## config.mk

```make
export PLATFORM = sky130hd
export DESIGN_NAME = if_id_skid_reg
export DESIGN_NICKNAME = d
export VERILOG_FILES = /design/src/rtl/if_id_skid_reg.sv
export SDC_FILE = /design/constraint.sdc
export NUM_CORES = 1
export LEC_CHECK = 0
export BUFFER_PORTS_ARGS = -buffer_cell sky130_fd_sc_hd__buf_2
export CORE_MARGIN = 10
export CORE_UTILIZATION = 30
export DETAILED_ROUTE_END_ITERATION = 8
export PLACE_DENSITY = 0.53
export SLEW_MARGIN = 20
export SYNTH_ARGS = -nofsm -noshare
export SYNTH_HDL_FRONTEND = slang
export SYNTH_SLANG_ARGS = --single-unit
export TNS_END_PERCENT = 1
```

## constraint.sdc

```tcl
create_clock -name clk -period 5.8 [get_ports clk]
set_input_delay 0 -clock clk [delete_from_list [all_inputs] [get_ports clk]]
set_output_delay 0 -clock clk [all_outputs]
set_load 0.03 [all_outputs]
```

## src/rtl/if_id_skid_reg.sv

```systemverilog
// IF/ID pipeline register built as a two-entry skid buffer.
// in_ready and all outputs come from registered state only, so there is no combinational path through the stage.
module if_id_skid_reg #(
    parameter int                 PC_W      = 32,
    parameter int                 INSTR_W   = 32,
    parameter logic [INSTR_W-1:0] NOP_INSTR = '0,
    parameter int                 CNT_W     = 16
) (
    input  logic               clk,
    input  logic               reset,
    input  logic               in_valid,
    output logic               in_ready,
    input  logic [PC_W-1:0]    next_pc,
    input  logic [INSTR_W-1:0] instruction,
    input  logic               hit,
    input  logic               flush,
    output logic               out_valid,
    input  logic               out_ready,
    output logic [PC_W-1:0]    next_pc_out,
    output logic [INSTR_W-1:0] instruction_out,
    output logic               hit_out,
    output logic [CNT_W-1:0]   drop_count
);

    localparam logic [1:0]       EMPTY   = 2'd0;
    localparam logic [1:0]       ONE     = 2'd1;
    localparam logic [1:0]       TWO     = 2'd2;
    localparam logic [CNT_W-1:0] CNT_MAX = '1;

    logic [1:0]         state_q,     state_d;
    logic [PC_W-1:0]    mainPc_q,    mainPc_d;
    logic [INSTR_W-1:0] mainInstr_q, mainInstr_d;
    logic               mainHit_q,   mainHit_d;
    logic [PC_W-1:0]    skidPc_q,    skidPc_d;
    logic [INSTR_W-1:0] skidInstr_q, skidInstr_d;
    logic               skidHit_q,   skidHit_d;
    logic [CNT_W-1:0]   dropCnt_q,   dropCnt_d;

    logic               inFire;
    logic               outFire;
    logic [CNT_W:0]     heldCnt;
    logic [CNT_W:0]     dropSum;

    assign in_ready        = (state_q != TWO);
    assign out_valid       = (state_q != EMPTY);
    assign next_pc_out     = mainPc_q;
    assign instruction_out = out_valid ? mainInstr_q : NOP_INSTR;
    assign hit_out         = out_valid & mainHit_q;
    assign drop_count      = dropCnt_q;

    assign inFire  = in_valid & in_ready;
    assign outFire = out_valid & out_ready;

    // Sum is one bit wider than the counter so the saturation test sees any carry.
    always_comb begin
        heldCnt = '0;
        if (state_q == TWO) begin
            heldCnt = (CNT_W+1)'(2);
        end else if (state_q == ONE) begin
            heldCnt = (CNT_W+1)'(1);
        end
        dropSum = {1'b0, dropCnt_q} + heldCnt;
    end

    always_comb begin
        state_d     = state_q;
        mainPc_d    = mainPc_q;
        mainInstr_d = mainInstr_q;
        mainHit_d   = mainHit_q;
        skidPc_d    = skidPc_q;
        skidInstr_d = skidInstr_q;
        skidHit_d   = skidHit_q;
        dropCnt_d   = dropCnt_q;

        if (flush) begin
            state_d     = EMPTY;
            mainInstr_d = NOP_INSTR;
            mainHit_d   = 1'b0;
            dropCnt_d   = (dropSum > {1'b0, CNT_MAX}) ? CNT_MAX : dropSum[CNT_W-1:0];
        end else begin
            case (state_q)
                EMPTY: begin
                    if (in_valid) begin
                        mainPc_d    = next_pc;
                        mainInstr_d = instruction;
                        mainHit_d   = hit;
                        state_d     = ONE;
                    end
                end
                ONE: begin
                    if (inFire && outFire) begin
                        mainPc_d    = next_pc;
                        mainInstr_d = instruction;
                        mainHit_d   = hit;
                    end else if (inFire) begin
                        skidPc_d    = next_pc;
                        skidInstr_d = instruction;
                        skidHit_d   = hit;
                        state_d     = TWO;
                    end else if (outFire) begin
                        state_d = EMPTY;
                    end
                end
                TWO: begin
                    // Input is blocked this cycle, so only the skid entry advances.
                    if (out_ready) begin
                        mainPc_d    = skidPc_q;
                        mainInstr_d = skidInstr_q;
                        mainHit_d   = skidHit_q;
                        state_d     = ONE;
                    end
                end
                default: state_d = EMPTY;
            endcase
        end
    end

    always_ff @(posedge clk) begin
        if (reset) begin
            state_q     <= EMPTY;
            mainPc_q    <= '0;
            mainInstr_q <= NOP_INSTR;
            mainHit_q   <= 1'b0;
            skidPc_q    <= '0;
            skidInstr_q <= NOP_INSTR;
            skidHit_q   <= 1'b0;
            dropCnt_q   <= '0;
        end else begin
            state_q     <= state_d;
            mainPc_q    <= mainPc_d;
            mainInstr_q <= mainInstr_d;
            mainHit_q   <= mainHit_d;
            skidPc_q    <= skidPc_d;
            skidInstr_q <= skidInstr_d;
            skidHit_q   <= skidHit_d;
            dropCnt_q   <= dropCnt_d;
        end
    end

endmodule

```

-- Word level (Yosys, flattened, before mapping)
Index checks and enable logic that the tools add are counted.
- logic and storage cells: 54
- bits of input ports: 70
- output and inout port bits: 83
- register bits after elaboration: 148
- bitwise operators: 5
- equality and inequality tests: 8
- add/subtract/negate cells: 1
- multiplexer cells: 22
- magnitude comparators: 1
- reductions and logical operators: 9
- operators with widths (operator ; count):
    $mux W32 ; 7
    $pmux W32 S3 ; 2
    $add A16 B17 Y17 ; 1
    $gt A17 B16 Y1 const B ; 1
    $mux W16 ; 1
    $mux W2 ; 6
    $reduce_and A4 Y1 ; 3
    $ne A2 B2 Y1 const B ; 4
    $pmux W2 S3 ; 1
    $reduce_and A5 Y1 ; 1
    $mux W1 ; 4
    $and A1 B1 Y1 ; 3
    $ne A3 B3 Y1 const B ; 1
    $pmux W1 S3 ; 1
    $reduce_bool A3 Y1 ; 1
    $eq A2 B1 Y1 const B ; 1
    $eq A2 B2 Y1 const B ; 1
    $logic_not A2 Y1 ; 1
    $ne A2 B1 Y1 const B ; 1
    $not A1 Y1 ; 2
    $reduce_bool A2 Y1 ; 1
    $reduce_or A2 Y1 ; 1
    $logic_and A1 B1 Y1 ; 1

-- Logic depth before layout (Yosys ltp)
Gate-level depths: netlist of the first run.
- depth in word-level cells: 6
- depth in mapped cells: 10

-- Worst setup path after synthesis of the first run
Ideal clock, no wire load.
- path type: register -> register
- start point: register state_q[1]
- end point: register dropCnt_q[11], in the netlist drop_count[11]
- arrival time: 2.327 ns
- period minus slack after synthesis: 2.460 ns
- library setup time: 0.133 ns
- setup slack: 3.340 ns
- data required time: 5.667 ns
- cell stages (with the launch flop): 11
- buffers on the path: 3
- path through: dfxtp_1 -> nor2b_1 -> buf_4 -> inv_2 -> clkbuf_1 -> xnor2_1 -> ha_1 -> or2_2 -> nand4_1 -> buf_2 -> a31oi_1
- word-level cells in the longest chain between the ends: 6
- ends and longest elaborated chain (what ; RTL line ; RTL):
    start, declared ; 30 ; logic [1:0] state_q, state_d;
    start signal, assigned ; 129 ; state_q <= state_d;
    $eq A2 B1 Y1 ; 59 ; end else if (state_q == ONE) begin
    $mux W1 ; 59 ;
    $mux W2 (*) ; 57 ; if (state_q == TWO) begin
    $add A16 B17 Y17 (*) ; 62 ; dropSum = {1'b0, dropCnt_q} + heldCnt;
    $gt A17 B16 Y1 ; 79 ; dropCnt_d = (dropSum > {1'b0, CNT_MAX}) ? CNT_MAX : dropSum[CNT_W-1:0];
    $mux W16 (*) ; 79 ;
    end signal, assigned ; 136 ; dropCnt_q <= dropCnt_d;
    end, declared ; 37 ; logic [CNT_W-1:0] dropCnt_q, dropCnt_d;
Mark *: on every way between the ends. The rest lies on a longest branch, timed or not.
A chain may end at the register's enable or synchronous reset.

-- Final worst setup path of the first run
- start point: register state_q[1]
- end point: register dropCnt_q[13], in the netlist drop_count[13]
The elaborated chain is that of the path after synthesis.

==> flow_metrics.tcl, run 1 <==
set metrics [dict create \
    via_per_inst 4.79 \
    dp_cells 1130 \
    port_buffers 152 \
    worstPathMaxFanout 70 \
    drv_cap 0 \
    hold_path_class "in2reg" \
    cts_tree "done" \
    die_h_um 165 \
    clock-root-buffer "clkbuf_16" \
    multi_input_area_sq_um 3050 \
    syn_inst 770 \
    syn2layout_area_growth_pct 34.9 \
    clock_skew_ns 0.00681 \
    p_leak_nw 3.53 \
    htreeDepth 4 \
    hold_violations 0 \
    grt.met1_usage 0.180 \
    seqCellArea_sq_um 2960 \
    drt_iter0_markers 374 \
    ys_ff_latch 148 \
    regToRegEndpoint "drop_count[13]" \
    worstPathRequired_ns 6.14 \
    tns_ns 0 \
    start_util 0.308 \
    core_sq_um 20400 \
    yosysWarnings 0 \
    fin_nets 1018 \
    syn-cell-area_sq_um 6300 \
    worstSetupEndpoint "drop_count[13]" \
    busiest_layer "met2" \
    yosysUniqueCellTypes 41 \
    antenna_left 0 \
    antenna_found_initial 1 \
    worst_r2r_path_depth 7 \
    worstSetupStartpoint "state_q[1]" \
    max_slew_margin 0.332 \
    grt_overflow 0 \
    post_dp_cell_area_sq_um 7200 \
    met2_usage 0.200 \
    end_kind "register" \
    dr.pass1.iters 5 \
    drc 0 \
    die_area_sq_um 27200 \
    ir_drop_mv 0.196 \
    clock_latency_ns 0.42 \
    fmax_ghz 0.365 \
    path_class "reg2reg" \
    vias 5881 \
    wl_per_cell_um 15.1 \
    period_minus_slack_ns 2.74 \
    yosysSeqAreaShare 0.470 \
    worst_pin_slew_ns 1.00 \
    io_pins 153 \
    status "completed" \
    slew_violations 0 \
    drive_gt1_frac 0.208 \
    grt_pass1_wl_um 30000 \
    fin_crit_sh 0.472 \
    rsz0062_at_grt "false" \
    power_density_nw_per_um2 291 \
    path_clk_slew_ns 0.06 \
    post_cts_buffers 0 \
    wl_um 18600 \
    grt_use_met3 0.0453 \
    final_core_util 0.416 \
    dp.final_hpwl_um 11700 \
    timing.rr.start "state_q[1]" \
    setup_viol 0 \
    cts.sinks 148 \
    ctsResizeCount 0 \
    critPathLaunchType "register" \
    worstPathArrival_ns 3.07 \
    cts.path.max_buffers 2 \
    grt_max_degree 80 \
    grt_usage 0.135 \
    cts_made_buffers 17 \
    r2r_slack_ns 3.06 \
    place_congestion 0.753 \
    rows 52 \
    final_cell_area_sq_um 8500 \
    layout.cells.non_filler 1229 \
    hp-start "reset" \
    fillers 2094 \
    die_w_um 165 \
    syn_area_per_cell_sq_um 8.18 \
    grt_pass1_vias 5582 \
    syn-num-nets 842 \
]
cell families after synthesis:
family	Yosys count	share of synthesized area
adders and majority gates	2	0.00397
buffers and inverters	75	0.0487
DFF	148	0.470
muxes	35	0.0556
xor gates and xnor gates	7	0.00973
AOI/OAI and AO/OA	196	0.201
and+or+nand+nor	307	0.210
how the worst min path moves through the flow:
| stage | endpoint | slack, ns | depth (start not counted) |
|---|---|---|---|
| after floorplan | state_q[1] | 0.07 | 1 |
| after global placement | skidPc_q[29] | 0.25 | 3 |
| after detailed placement | skidInstr_q[28] | 0.26 | 3 |
| after CTS | drop_count[0] | 0.03 | 3 |
| after global routing | skidPc_q[25] | 0.06 | 2 |
| final | skidPc_q[25] | 0.04 | 2 |
layout make-up:
| class | count | area share |
|---|---|---|
| Antenna cell | 1 | 0.000295 |
| Clock buffer | 24 | 0.0591 |
| Clock inverter | 7 | 0.0140 |
| Inverter | 4 | 0.00206 |
| Multi-Input combinational cell | 547 | 0.359 |
| Sequential cell | 148 | 0.349 |
| Tap cell | 270 | 0.0398 |
| Timing Repair Buffer | 228 | 0.177 |
flip-flops by register name, indices dropped and copies added (netlist names):
register	count
mainInstr_q	32
next_pc_out	32
skidInstr_q	32
skidPc_q	32
drop_count	16
state_q	2
mainHit_q	1
skidHit_q	1
routing by layer:
metal / share of wire / routed length (um) / vias to the layer above
met3: 0.079 / 1480 / 16
met4: 0.012 / 230 / 0
met2: 0.44 / 8120 / 158
met5: 0 / 0 / -
li1: - / - / 3037
met1: 0.47 / 8760 / 2670
synthesized netlist by cell type, drive strengths merged:
| cell type | n | share of area |
|---|---|---|
| o2111ai | 2 | 0.0028 |
| o31ai | 2 | 0.0024 |
| dfxtp | 148 | 0.47 |
| o211ai | 1 | 0.0012 |
| or2 | 2 | 0.0020 |
| or4 | 2 | 0.0024 |
| mux2i | 35 | 0.056 |
| or3 | 4 | 0.0040 |
| nand2b | 1 | 0.00099 |
| o21ai | 6 | 0.0048 |
| clkbuf | 55 | 0.033 |
| nor2 | 37 | 0.022 |
| a211oi | 2 | 0.0024 |
| a311oi | 66 | 0.092 |
| nand3b | 2 | 0.0024 |
| nor3 | 5 | 0.0040 |
| a21o | 1 | 0.0012 |
| nand3 | 3 | 0.0024 |
| nor2b | 36 | 0.036 |
| nand2 | 202 | 0.12 |
| and2 | 2 | 0.0020 |
| a41oi | 1 | 0.0014 |
| o22a | 1 | 0.0014 |
| xnor2 | 3 | 0.0042 |
| and3 | 3 | 0.0030 |
| nand4 | 4 | 0.0040 |
| ha | 2 | 0.0040 |
| a21oi | 107 | 0.085 |
| a21boi | 1 | 0.0012 |
| and3b | 1 | 0.0014 |
| and4 | 2 | 0.0028 |
| inv | 4 | 0.0024 |
| a31oi | 6 | 0.0060 |
| buf | 16 | 0.014 |
| nor4 | 1 | 0.00099 |
| xor2 | 4 | 0.0056 |
where the power goes:
group          switching, mW  internal, mW  leakage (nW)  total, mW
clock                  0.422         0.733         0.299       1.16
sequential            0.0171          1.05          1.20       1.07
combinational          0.152         0.102          2.03      0.254
total                  0.591          1.88          3.53       2.48
worst max-delay path: stages (launching register included):
cell      delay, ns
dfxtp_1        0.46
nor2b_2        0.18
buf_4          0.35
clkinv_2       0.12
buf_4          0.45
a21o_1         0.39
or4_1          0.53
a31oi_1        0.16
timing repair:
| action | 4_1_cts | 5_1_grt |
|---|---|---|
| setup endpoints to repair | 0 | 0 |
| hold endpoints to repair | 131 | 0 |
| hold buffers | 67 | 0 |
cells in the final DEF, fill, tap and decap left out, types with 17 or more instances in the layout:
cell type      instances
nor2_1                36
nor2b_1               35
dlygate4sd3_1         67
mux2i_1               35
dfxtp_1              148
clkbuf_16             17
a21oi_1              107
buf_2                151
a311oi_1              66
nand2_1              202
metrics by stage:
stage / setup slack [ns] / hold slack [ns] / power, mW
4_1_cts: 3.03 / 0.0276 / 2.51
2_1_floorplan: 3.34 / 0.0728 / 1.23
3_3_place_gp: 3.07 / 0.253 / 1.31
5_1_grt: 2.80 / 0.0580 / 2.58
3_5_place_dp: 3.04 / 0.258 / 1.31
6_report: 3.06 / 0.0398 / 2.48
(Power assumes the default switching activity.)
==> run 2: changes to the inputs <==
- clock period: 5.8 -> 2.8 ns (I/O delays scaled with it)
==> flow_metrics.tcl, run 2 (synthesis results as in run 1) <==
set metrics [dict create \
    status "completed" \
    end_kind "register" \
    core_sq_um 20400 \
    hold_violations 0 \
    antenna_found_initial 1 \
    holdPathStages 3 \
    dr.pass1.iters 6 \
    worstPathMaxFanout 13 \
    antenna_cells 0 \
    crit_chain "nor2b_2 -> clkinv_2 -> xnor2_1 -> ha_1 -> or2_2 -> nand4_1 -> a31oi_1" \
    fin_nets 1021 \
    period_minus_slack_ns 2.31 \
    start_util 0.308 \
    path_clk_slew_ns 0.06 \
    vias 5911 \
    clock_skew_ns 0.00913 \
    final_common_cell "nand2_1" \
    p_sw_mw 1.26 \
    die_w_um 165 \
    max_slew_margin 0.491 \
    place_congestion 0.755 \
    power_density_nw_per_um2 609 \
    path_buf_inv 1 \
    grt_usage 0.138 \
    die_h_um 165 \
    worst_r2r_path_depth 7 \
    io_pins 153 \
    pwr-share-comb 0.103 \
    multi_input_area_sq_um 3050 \
    worst_pin_slew_ns 0.763 \
    p_sw_frac 0.242 \
    cts_made_buffers 17 \
    clock-root-buffer "clkbuf_16" \
    grt_pass1_wl_um 30400 \
    slowest_delay_ns 0.49 \
    grt_pass1_vias 5577 \
    clock_latency_ns 0.42 \
    critPathSlowestCell "nand4_1" \
    drive_gt1_frac 0.212 \
    worstPathArrival_ns 2.66 \
    rows 52 \
    via_per_inst 4.80 \
    ctsResizeCount 0 \
    wl_per_cell_um 15.5 \
    drc 0 \
    setup_viol 0 \
    cts.path.max_buffers 2 \
    p_leak_nw 3.56 \
    fin_crit_sh 0.826 \
    tns_ns 0 \
    critPathLaunchType "register" \
    final_cell_mix "202 x nand2_1, 151 x buf_2, 148 x dfxtp_1" \
    crit_family "simple AND/OR/NAND/NOR gates" \
    grt_overflow 0 \
    slew_violations 0 \
    min_to "drop_count[1]" \
    rsz0062_at_grt "false" \
    ir_drop_mv 0.402 \
    hp-start "flush" \
    fillers 2064 \
    wl_um 19100 \
    path_class "reg2reg" \
    power.share.clock 0.474 \
    intPower_mw 3.96 \
    grt_max_degree 72 \
    r2r_slack_ns 0.49 \
    dp.final_hpwl_um 11800 \
    cts_tree "done" \
    port_buffers 152 \
    dp_cells 1133 \
    timing.rr.start "state_q[1]" \
    p_seq_frac 0.423 \
    die_area_sq_um 27200 \
    drt_iter0_markers 253 \
    syn2layout_area_growth_pct 36.1 \
    hold_path_class "in2reg" \
    fmax_ghz 0.432 \
    drv_cap 0 \
    regToRegEndpoint "drop_count[13]" \
    seqCellArea_sq_um 2960 \
    antenna_left 0 \
    layout.cells.non_filler 1232 \
    worstPathRequired_ns 3.14 \
    htreeDepth 4 \
    cts.sinks 148 \
]
==> run 2: through the flow <==
stage	util	setup WS, ns	hold WS [ns]	instance area, sq um	power (mW)
after CTS	0.420	0.486	0.0421	8580	5.30
final	0.420	0.486	0.0543	8580	5.22
after detailed placement	0.355	0.484	0.259	7260	2.72
after global placement	0.355	0.562	0.254	7260	2.72
after floorplan	-	0.340	0.0728	6300	2.54
after global routing	0.420	0.279	0.0602	8580	5.44
==> run 2: how the worst max path moves through the flow <==
stage	from	end	cells after the start
floorplan	state_q[1]	drop_count[11]	10
global placement	state_q[1]	drop_count[13]	7
detailed placement	state_q[1]	drop_count[13]	7
CTS	state_q[1]	drop_count[13]	7
global route	state_q[1]	drop_count[0]	7
finish	state_q[1]	drop_count[13]	7
==> run 2: timing repair <==
action / 4_1_cts / 5_1_grt
hold buffers: 67 / 0
endpoints found under the hold margin: 130 / 0
buffers inserted: 0 / 0
==> run 2: layer usage <==
metal	vias up	wire length [um]	track usage
met1	2704	9090	0.181
met3	11	1330	0.0473
met5	-	0	0
met2	137	8500	0.209
met4	0	180	0.0415
li1	3059	-	-
==> run 2: worst min-delay path, delay by kind of cell <==
family | cells | cell delay, ns
AO/OA/AOI/OAI | 1 | 0.08
buffers and inverters | 1 | 0.18
multiplexers | 1 | 0.16
==> run 2: power groups by stage <==
stage,combinational (mW),clock [mW],sequential (mW)
CTS,0.545,2.55,2.21
global route,0.590,2.64,2.21
global placement,0.468,0,2.25
finish,0.538,2.47,2.21
detailed placement,0.470,0,2.25
floorplan,0.232,0,2.31
==> run 2: cell type report <==
class	count	share of cell area
timing repair buffer	231	0.182
multi-input combinational	547	0.356
clock inverter	11	0.0203
tap	270	0.0394
clock buffer	21	0.0549
inverter	4	0.00190
sequential	148	0.345
==> run 3: changes to the inputs <==
- PLACE_DENSITY: 0.53 -> 0.55
- clock period: 2.8 -> 1.9 ns (I/O delays scaled with it)
==> flow_metrics.tcl, run 3 (synthesis results as in run 1) <==
set metrics [dict create \
    hold_path_class "in2reg" \
    period_minus_slack_ns 1.79 \
    dp.final_hpwl_um 11800 \
    layout.cells.non_filler 1242 \
    post_dp_cell_area_sq_um 7410 \
    via_per_inst 4.81 \
    grt_pass1_wl_um 30500 \
    drive_gt1_frac 0.223 \
    syn2layout_area_growth_pct 38.3 \
    worstPathMaxFanout 7 \
    power_mw 7.65 \
    clock-root-buffer "clkbuf_16" \
    final_common_cell "nand2_1" \
    worstPathRequired_ns 2.24 \
    pre_cts_ws_ns 0.0682 \
    antenna_left 0 \
    end_kind "register" \
    die_area_sq_um 27200 \
    fmax_ghz 0.559 \
    fillers 2029 \
    rsz0062_at_grt "false" \
    path_clk_slew_ns 0.06 \
    dr.pass1.iters 4 \
    wl_um 18800 \
    cts.sinks 148 \
    wl_per_cell_um 15.2 \
    die_w_um 165 \
    drt_iter0_markers 306 \
    power_density_nw_per_um2 878 \
    cts.path.max_buffers 2 \
    dp_cells 1143 \
    ir_drop_mv 0.574 \
    cts_tree "done" \
    grt_max_degree 114 \
    worst_pin_slew_ns 0.632 \
    place_congestion 0.748 \
    max_slew_margin 0.579 \
    critPathLaunchType "register" \
    p_sw_mw 1.86 \
    setup_viol 0 \
    die_h_um 165 \
    p_seq_frac 0.425 \
    final_cell_mix "202 x nand2_1, 151 x buf_2, 146 x dfxtp_1" \
    pwr-share-comb 0.105 \
    rows 52 \
    clock_skew_ns 0.00638 \
    core_sq_um 20400 \
    hold_violations 0 \
    fin_crit_sh 0.942 \
    intPower_mw 5.80 \
    final_cell_area_sq_um 8710 \
    vias 5971 \
    clock_latency_ns 0.42 \
    status "completed" \
    worstPathArrival_ns 2.13 \
    power.share.clock 0.469 \
    cts_made_buffers 17 \
    path_class "reg2reg" \
    port_buffers 152 \
    slew_violations 0 \
    start_util 0.308 \
    grt_pass1_vias 5794 \
    htreeDepth 4 \
    drc 0 \
    grt_usage 0.138 \
    r2r_slack_ns 0.11 \
    antenna_found_initial 1 \
    drv_cap 0 \
    tns_ns 0 \
    final_core_util 0.427 \
    p_leak_nw 3.61 \
    io_pins 153 \
    fin_nets 1031 \
    setup_ws_ns 0.110 \
    p_sw_frac 0.242 \
    grt_overflow 0 \
    whs_ns 0.0304 \
]
## run 3: changes by cell type in the layout (fill, tap and decap cells not counted), sizes merged
| cell | change |
|---|---|
| dlygate4sd3 | -1 |
| clkinvlp | +1 |
| buf | +11 |
| clkinv | -4 |
| diode | +1 |
| clkbuf | +2 |
## run 3: final cells by class
| cell class | instances | area [sq um] | share of cell area |
|---|---|---|---|
| timing repair buffer | 241 | 1700 | 0.195 |
| inverter | 4 | 17.5 | 0.00201 |
| clock inverter | 8 | 150 | 0.0172 |
| antenna | 1 | 2.50 | 0.000287 |
| multi-input combinational | 547 | 3080 | 0.353 |
| tap | 270 | 338 | 0.0388 |
| sequential | 148 | 2970 | 0.340 |
| clock buffer | 23 | 468 | 0.0537 |
## run 3: timing repair
item / CTS / global route
setup buffers: 0 / 1
hold buffers: 66 / 0
gates resized for setup: 0 / 5
hold endpoints to repair: 131 / 0
setup endpoints to repair: 0 / 6
## run 3: final timing paths
kind / startpoint / end / cells past startpoint
worst min-delay path: in_valid / state_q[1] / 4
worst max register to register: state_q[0] / drop_count[13] / 6
worst min register to register: skidInstr_q[2] / skidInstr_q[2] / 2
worst max-delay path: state_q[0] / drop_count[13] / 6
## run 3: power by group through the flow
stage / logic, mW / registers (mW) / clock network (mW)
after detailed placement: 0.704 / 3.32 / 0
after global routing: 0.892 / 3.26 / 3.80
final: 0.805 / 3.25 / 3.59
after global placement: 0.701 / 3.32 / 0
after CTS: 0.814 / 3.25 / 3.66
after floorplan: 0.343 / 3.41 / 0
## run 3: critical path, cell delays in order, from the launching register on
cell and delay [ns]:
dfxtp_2 0.35, nor2b_2 0.15, ha_2 0.20, nand2_1 0.10
a21o_4 0.25, or4_1 0.50, a31oi_1 0.17
## run 3: layer usage
layer,GRT usage,wire (um)
met2,0.206,8040
met5,0,0
met3,0.0483,1470
met4,0.0415,240
met1,0.182,9100
